==> src/rtl/ntt_conf_sequencer.sv <==
// Step-table driven configuration sequencer for the NTT core: walks up to eight
// programmed steps, each timed by a cycle count or by completion flags.
module ntt_conf_sequencer #(
    parameter logic [3:0]  IDLE_CONF = 4'd0,
    parameter logic [15:0] TIMEOUT   = 16'd8192
) (
    input  logic        clk,
    input  logic        rst,
    input  logic        cfg_we,
    input  logic [2:0]  cfg_addr,
    input  logic [17:0] cfg_data,
    input  logic [3:0]  num_steps,
    input  logic        start,
    input  logic        abort,
    input  logic [1:0]  done_flag,
    output logic [3:0]  conf,
    output logic        busy,
    output logic        seq_done,
    output logic        err,
    output logic [2:0]  err_step
);

    typedef enum logic [1:0] {
        ST_IDLE,
        ST_RUN,
        ST_FINISH,
        ST_ERROR
    } state_t;

    typedef enum logic [1:0] {
        WAIT_COUNT = 2'b00,
        WAIT_FLAG0 = 2'b01,
        WAIT_FLAG1 = 2'b10,
        WAIT_BOTH  = 2'b11
    } wait_t;

    typedef struct packed {
        logic [3:0]  code;
        wait_t       mode;
        logic [11:0] count;
    } step_t;

    state_t      state;
    step_t       step_table [8];
    logic [2:0]  idx;
    logic [3:0]  steps_q;
    logic [15:0] cnt;

    step_t       cur_step;
    logic [3:0]  next_code;
    logic [15:0] step_len;
    logic        flag_hit;
    logic        step_end;
    logic        timeout_hit;
    logic        last_step;
    logic        run_ok;

    // NOTE: the step table has no reset so it keeps its program across rst and
    // maps onto plain RAM/flops without a reset network.
    always_ff @(posedge clk) begin
        if (cfg_we && state != ST_RUN)
            step_table[cfg_addr] <= step_t'(cfg_data);
    end

    // NOTE: every signal written here gets a default first, so no latch is inferred.
    always_comb begin
        cur_step  = step_table[idx];
        next_code = step_table[idx + 3'd1].code;
        step_len  = (cur_step.count == 12'd0) ? 16'd1 : {4'd0, cur_step.count};
        flag_hit  = 1'b0;
        case (cur_step.mode)
            WAIT_FLAG0: flag_hit = done_flag[0];
            WAIT_FLAG1: flag_hit = done_flag[1];
            WAIT_BOTH:  flag_hit = &done_flag;
            default:    flag_hit = 1'b0;
        endcase
        step_end    = (cur_step.mode == WAIT_COUNT) ? (cnt >= step_len) : flag_hit;
        timeout_hit = (cur_step.mode != WAIT_COUNT) && !flag_hit && (cnt >= TIMEOUT);
        last_step   = ({1'b0, idx} + 4'd1) == steps_q;
        run_ok      = start && !abort && (num_steps != 4'd0) && (num_steps <= 4'd8);
    end

    // cnt counts the cycles the current step has been presented, starting at 1.
    // NOTE: all state here uses non-blocking assignments so every register
    // samples pre-edge values regardless of statement order.
    always_ff @(posedge clk) begin
        if (rst) begin
            state    <= ST_IDLE;
            idx      <= 3'd0;
            steps_q  <= 4'd0;
            cnt      <= 16'd0;
            conf     <= IDLE_CONF;
            busy     <= 1'b0;
            seq_done <= 1'b0;
            err      <= 1'b0;
            err_step <= 3'd0;
        end else begin
            seq_done <= 1'b0;
            case (state)
                ST_IDLE, ST_ERROR: begin
                    if (run_ok) begin
                        state   <= ST_RUN;
                        idx     <= 3'd0;
                        steps_q <= num_steps;
                        cnt     <= 16'd1;
                        conf    <= step_table[0].code;
                        busy    <= 1'b1;
                        err     <= 1'b0;
                    end
                end
                ST_RUN: begin
                    if (abort) begin
                        state <= ST_IDLE;
                        cnt   <= 16'd0;
                        conf  <= IDLE_CONF;
                        busy  <= 1'b0;
                    end else if (timeout_hit) begin
                        state    <= ST_ERROR;
                        cnt      <= 16'd0;
                        conf     <= IDLE_CONF;
                        busy     <= 1'b0;
                        err      <= 1'b1;
                        err_step <= idx;
                    end else if (step_end && last_step) begin
                        state    <= ST_FINISH;
                        cnt      <= 16'd0;
                        conf     <= IDLE_CONF;
                        busy     <= 1'b0;
                        seq_done <= 1'b1;
                    end else if (step_end) begin
                        idx  <= idx + 3'd1;
                        cnt  <= 16'd1;
                        conf <= next_code;
                    end else if (cnt != 16'hFFFF) begin
                        cnt <= cnt + 16'd1;
                    end
                end
                ST_FINISH: begin
                    state <= ST_IDLE;
                end
                default: begin
                    state <= ST_IDLE;
                end
            endcase
        end
    end

endmodule

==> config.mk <==
export PLATFORM = sky130hd
export DESIGN_NAME = ntt_conf_sequencer
export DESIGN_NICKNAME = d
export VERILOG_FILES = /design/src/rtl/ntt_conf_sequencer.sv
export SDC_FILE = /design/constraint.sdc
export NUM_CORES = 1
export LEC_CHECK = 0
export ABC_CLOCK_PERIOD_IN_PS = 7500
export CAP_MARGIN = 40
export CORE_ASPECT_RATIO = 0.5
export CORE_MARGIN = 2
export CORE_UTILIZATION = 50
export DETAILED_ROUTE_END_ITERATION = 7
export PLACE_DENSITY = 0.68
export SLEW_MARGIN = 20
export SYNTH_ARGS = -nofsm -noshare
export SYNTH_HDL_FRONTEND = slang
export SYNTH_SLANG_ARGS = --single-unit
export TNS_END_PERCENT = 30
==> constraint.sdc <==
create_clock -name clk -period 7.5 [get_ports clk]
set_clock_uncertainty 0.15 [all_clocks]
set_input_delay 0.75 -clock clk [delete_from_list [all_inputs] [get_ports clk]]
set_output_delay 0.75 -clock clk [all_outputs]
set_load 0.1 [all_outputs]
==> results.json <==
{
  "mostFrequentLayoutCells": "edfxtp_1 (144), clkdlybuf4s50_1 (41), dfxtp_1 (37)",
  "cts_max_path_buffers": 2,
  "fp.dieW_um": 181.3,
  "crit_path_cell_trace": "buf_12, mux4_2, mux2i_1, nand4_1, nor2_1, nand4_1, nand2_1, ha_1, nor3b_1, o21a_1, o211ai_2, o21ai_1, clkbuf_2, nand2_1, a211oi_1",
  "cp-start-kind": "flop",
  "crit_type": "reg -> reg",
  "synth_area_sq_mm": 0.007858,
  "grt_max_degree": 38,
  "rsz0062_at_grt": "false",
  "die_area_sq_mm": 0.01680,
  "cp_slowest_cell": "dfxtp_2",
  "place.gp.congestion": 0.8105,
  "syn_to_final_growth_pct": 19.19,
  "diodes": 0,
  "synthFlopType": "edfxtp_1",
  "reg2reg_slack_ps": 3290,
  "coreArea_sq_mm": 0.01537,
  "grt_use_total": 0.2097,
  "synth_top_family_by_area": "multiplexers",
  "synthDistinctLibCells": 63,
  "wirelength_um": 16670,
  "ant_nets": 0,
  "grt.met2_usage": 0.3282,
  "grt.overflow.total": 0,
  "yosysWarnings": 0,
  "syn_inst": 499,
  "required_ps": 7680,
  "final_common_cell": "edfxtp_1",
  "final.fill_count": 1117,
  "dpl_cell_area_sq_mm": 0.008751,
  "postCtsSetupBuffers": 0,
  "crit_fanout": 20,
  "maxCapViolCount": 0,
  "vias": 4659,
  "cts_tree": "done",
  "initial_core_util": 0.5111,
  "drc": 0,
  "ios": 42,
  "worstHoldStart": "conf[2]$_SDFFE_PP0P_",
  "peakVddDrop_mv": 0.1759,
  "firstDrtPassIters": 5,
  "place_worst_setup_slack_ps": 3176,
  "root_buffer": "clkbuf_16",
  "port_buffers": 41,
  "hold_viol": 0,
  "dp_hpwl_um": 10350,
  "syn-num-nets": 548,
  "async_flop_share": 0,
  "max_freq_mhz": 237.5,
  "layout.nets": 613,
  "ys_seq_area_frac": 0.6471,
  "post_cts_resized": 0,
  "timing.final.crit_period_ps": 4211,
  "synthSimpleGateAreaFrac": 0.08073,
  "cp.arrival_ps": 4390,
  "grt_pass1_vias": 4571,
  "tightest_slew_ps": 723.5,
  "finalSetupViolCount": 0,
  "die_h_um": 92.65,
  "path_clk_slew_ps": 70,
  "wl_per_cell_um": 21.34,
  "syn_area_per_cell_sq_um": 15.75,
  "synth_compound_area_frac": 0.08201,
  "ctsHoldBuffers": 0,
  "rows": 32,
  "synth_seq_cells": 182,
  "synth_edf_count": 144,
  "fin_ws_ps": 3289,
  "relSlewSlack": 0.5177,
  "met3_usage": 0.04326,
  "met1_usage": 0.3035,
  "slew_viol_final": 0,
  "synthAdderAreaFrac": 0.02707,
  "period_share": 0.5614,
  "synthMuxAreaShare": 0.1389,
  "cts_buffers": 17,
  "hold_path_class": "reg -> reg",
  "cts_htree_levels": 4,
  "drive_gt1_frac": 0.2132,
  "grt_pass1_wl_um": 26230,
  "grt-busiest-layer": "met2",
  "status": "complete, no violations",
  "drt_iter0_markers": 371,
  "via_per_inst": 5.965,
  "p_leak_nw": 3.032,
  "cts_sinks": 182,
  "slowest_delay_ps": 530,
  "tns_ps": 0,
  "clkLatencyLatePin_ps": 430,
  "end_kind": "flop",
  "synth_xor_xnor_area_share": 0.006369,
  "powerDensity_mw_per_mm2": 249.6,
  "final_area_sq_mm": 0.009365,
  "antenna_found_initial": 0
}
## power by group
part | switching [mW] | total [mW] | internal [mW]
Sequential | 0.0153 | 1.14 | 1.13
Clock | 0.421 | 0.901 | 0.481
Combinational | 0.194 | 0.296 | 0.102
Total | 0.630 | 2.34 | 1.71
## critical path: cells and delay by family, from the launching register on
family | cells | cell delay [ps]
adders and majority gates | 1 | 220
buffers and inverters | 2 | 530
DFF | 1 | 530
and+or+nand+nor | 6 | 780
AOI/OAI and AO/OA | 4 | 1050
muxes | 2 | 830
## path summary, 6_finish.rpt
check / to / cells after the start
max: cnt[11]$_SDFFE_PP0P_ / 15
min: conf[2]$_SDFFE_PP0P_ / 2
max reg2reg: cnt[11]$_SDFFE_PP0P_ / 15
min reg2reg: conf[2]$_SDFFE_PP0P_ / 2
## final cells by class
class / instances / area (sq um) / area share
Clock inverter: 14 / 180.2 / 0.01924
Clock buffer: 18 / 429.2 / 0.04583
Sequential cell: 182 / 5086 / 0.5431
Tap cell: 204 / 255.2 / 0.02725
Multi-Input combinational cell: 284 / 2666 / 0.2847
Timing Repair Buffer: 67 / 703.2 / 0.07508
Inverter: 12 / 45.04 / 0.004810
## metal layers
layer	wire length, um	vias to the layer above
met5	0	-
met4	166	0
met3	898	17
met2	7727	147
met1	7878	2336
li1	-	2159
## synth_stat cells, types with 4 or more instances
master / number / area [sq um]
o21ai_1: 4 / 20.02
a221oi_2: 4 / 60.06
a21oi_1: 10 / 50.05
dfxtp_1: 38 / 760.7
nand4_1: 12 / 75.07
nor3b_1: 4 / 30.03
o211a_1: 4 / 40.04
a31oi_1: 7 / 43.79
buf_2: 7 / 35.03
nor2b_1: 4 / 25.02
a211oi_1: 9 / 67.56
o2111ai_1: 4 / 35.03
mux4_2: 36 / 810.8
o21ai_0: 9 / 45.04
o211ai_1: 5 / 37.54
nor3_1: 13 / 65.06
mux2_2: 4 / 45.04
clkbuf_1: 12 / 45.04
edfxtp_1: 144 / 4324
ha_1: 17 / 212.7
nand2_1: 24 / 90.09
nand3_1: 15 / 75.07
nor2_1: 21 / 78.83
inv_1: 12 / 45.04
mux2i_1: 19 / 190.2
## state kept, by name, indices dropped and copies added (netlist names), named ones only
register,cells
step_table,144
cnt,16
conf,4
steps_q,4
err_step,3
idx,3
state,2
busy,1
err,1
seq_done,1
## cells by family (layout without fill, tap and decap cells)
logic type      Yosys count  in the layout
buf+inv                  33            111
simple gates            119            119
fa+ha+maj                17             17
xor+xnor                  4              4
compound gates           83             83
mux                      61             61
flops                   182            182
## per-stage QoR
stage          std cells  hold WS [ps]  power [mW]  utilization
5_1_grt              781         352.0       2.417       0.6091
2_1_floorplan        499         302.1       1.343            -
4_1_cts              780         328.7       2.351       0.6088
3_3_place_gp         734         309.9       1.434       0.5558
6_report             781         324.7       2.338       0.6091
3_5_place_dp         748         317.1       1.457       0.5692
Note: power is estimated with default switching activity, not from simulation.
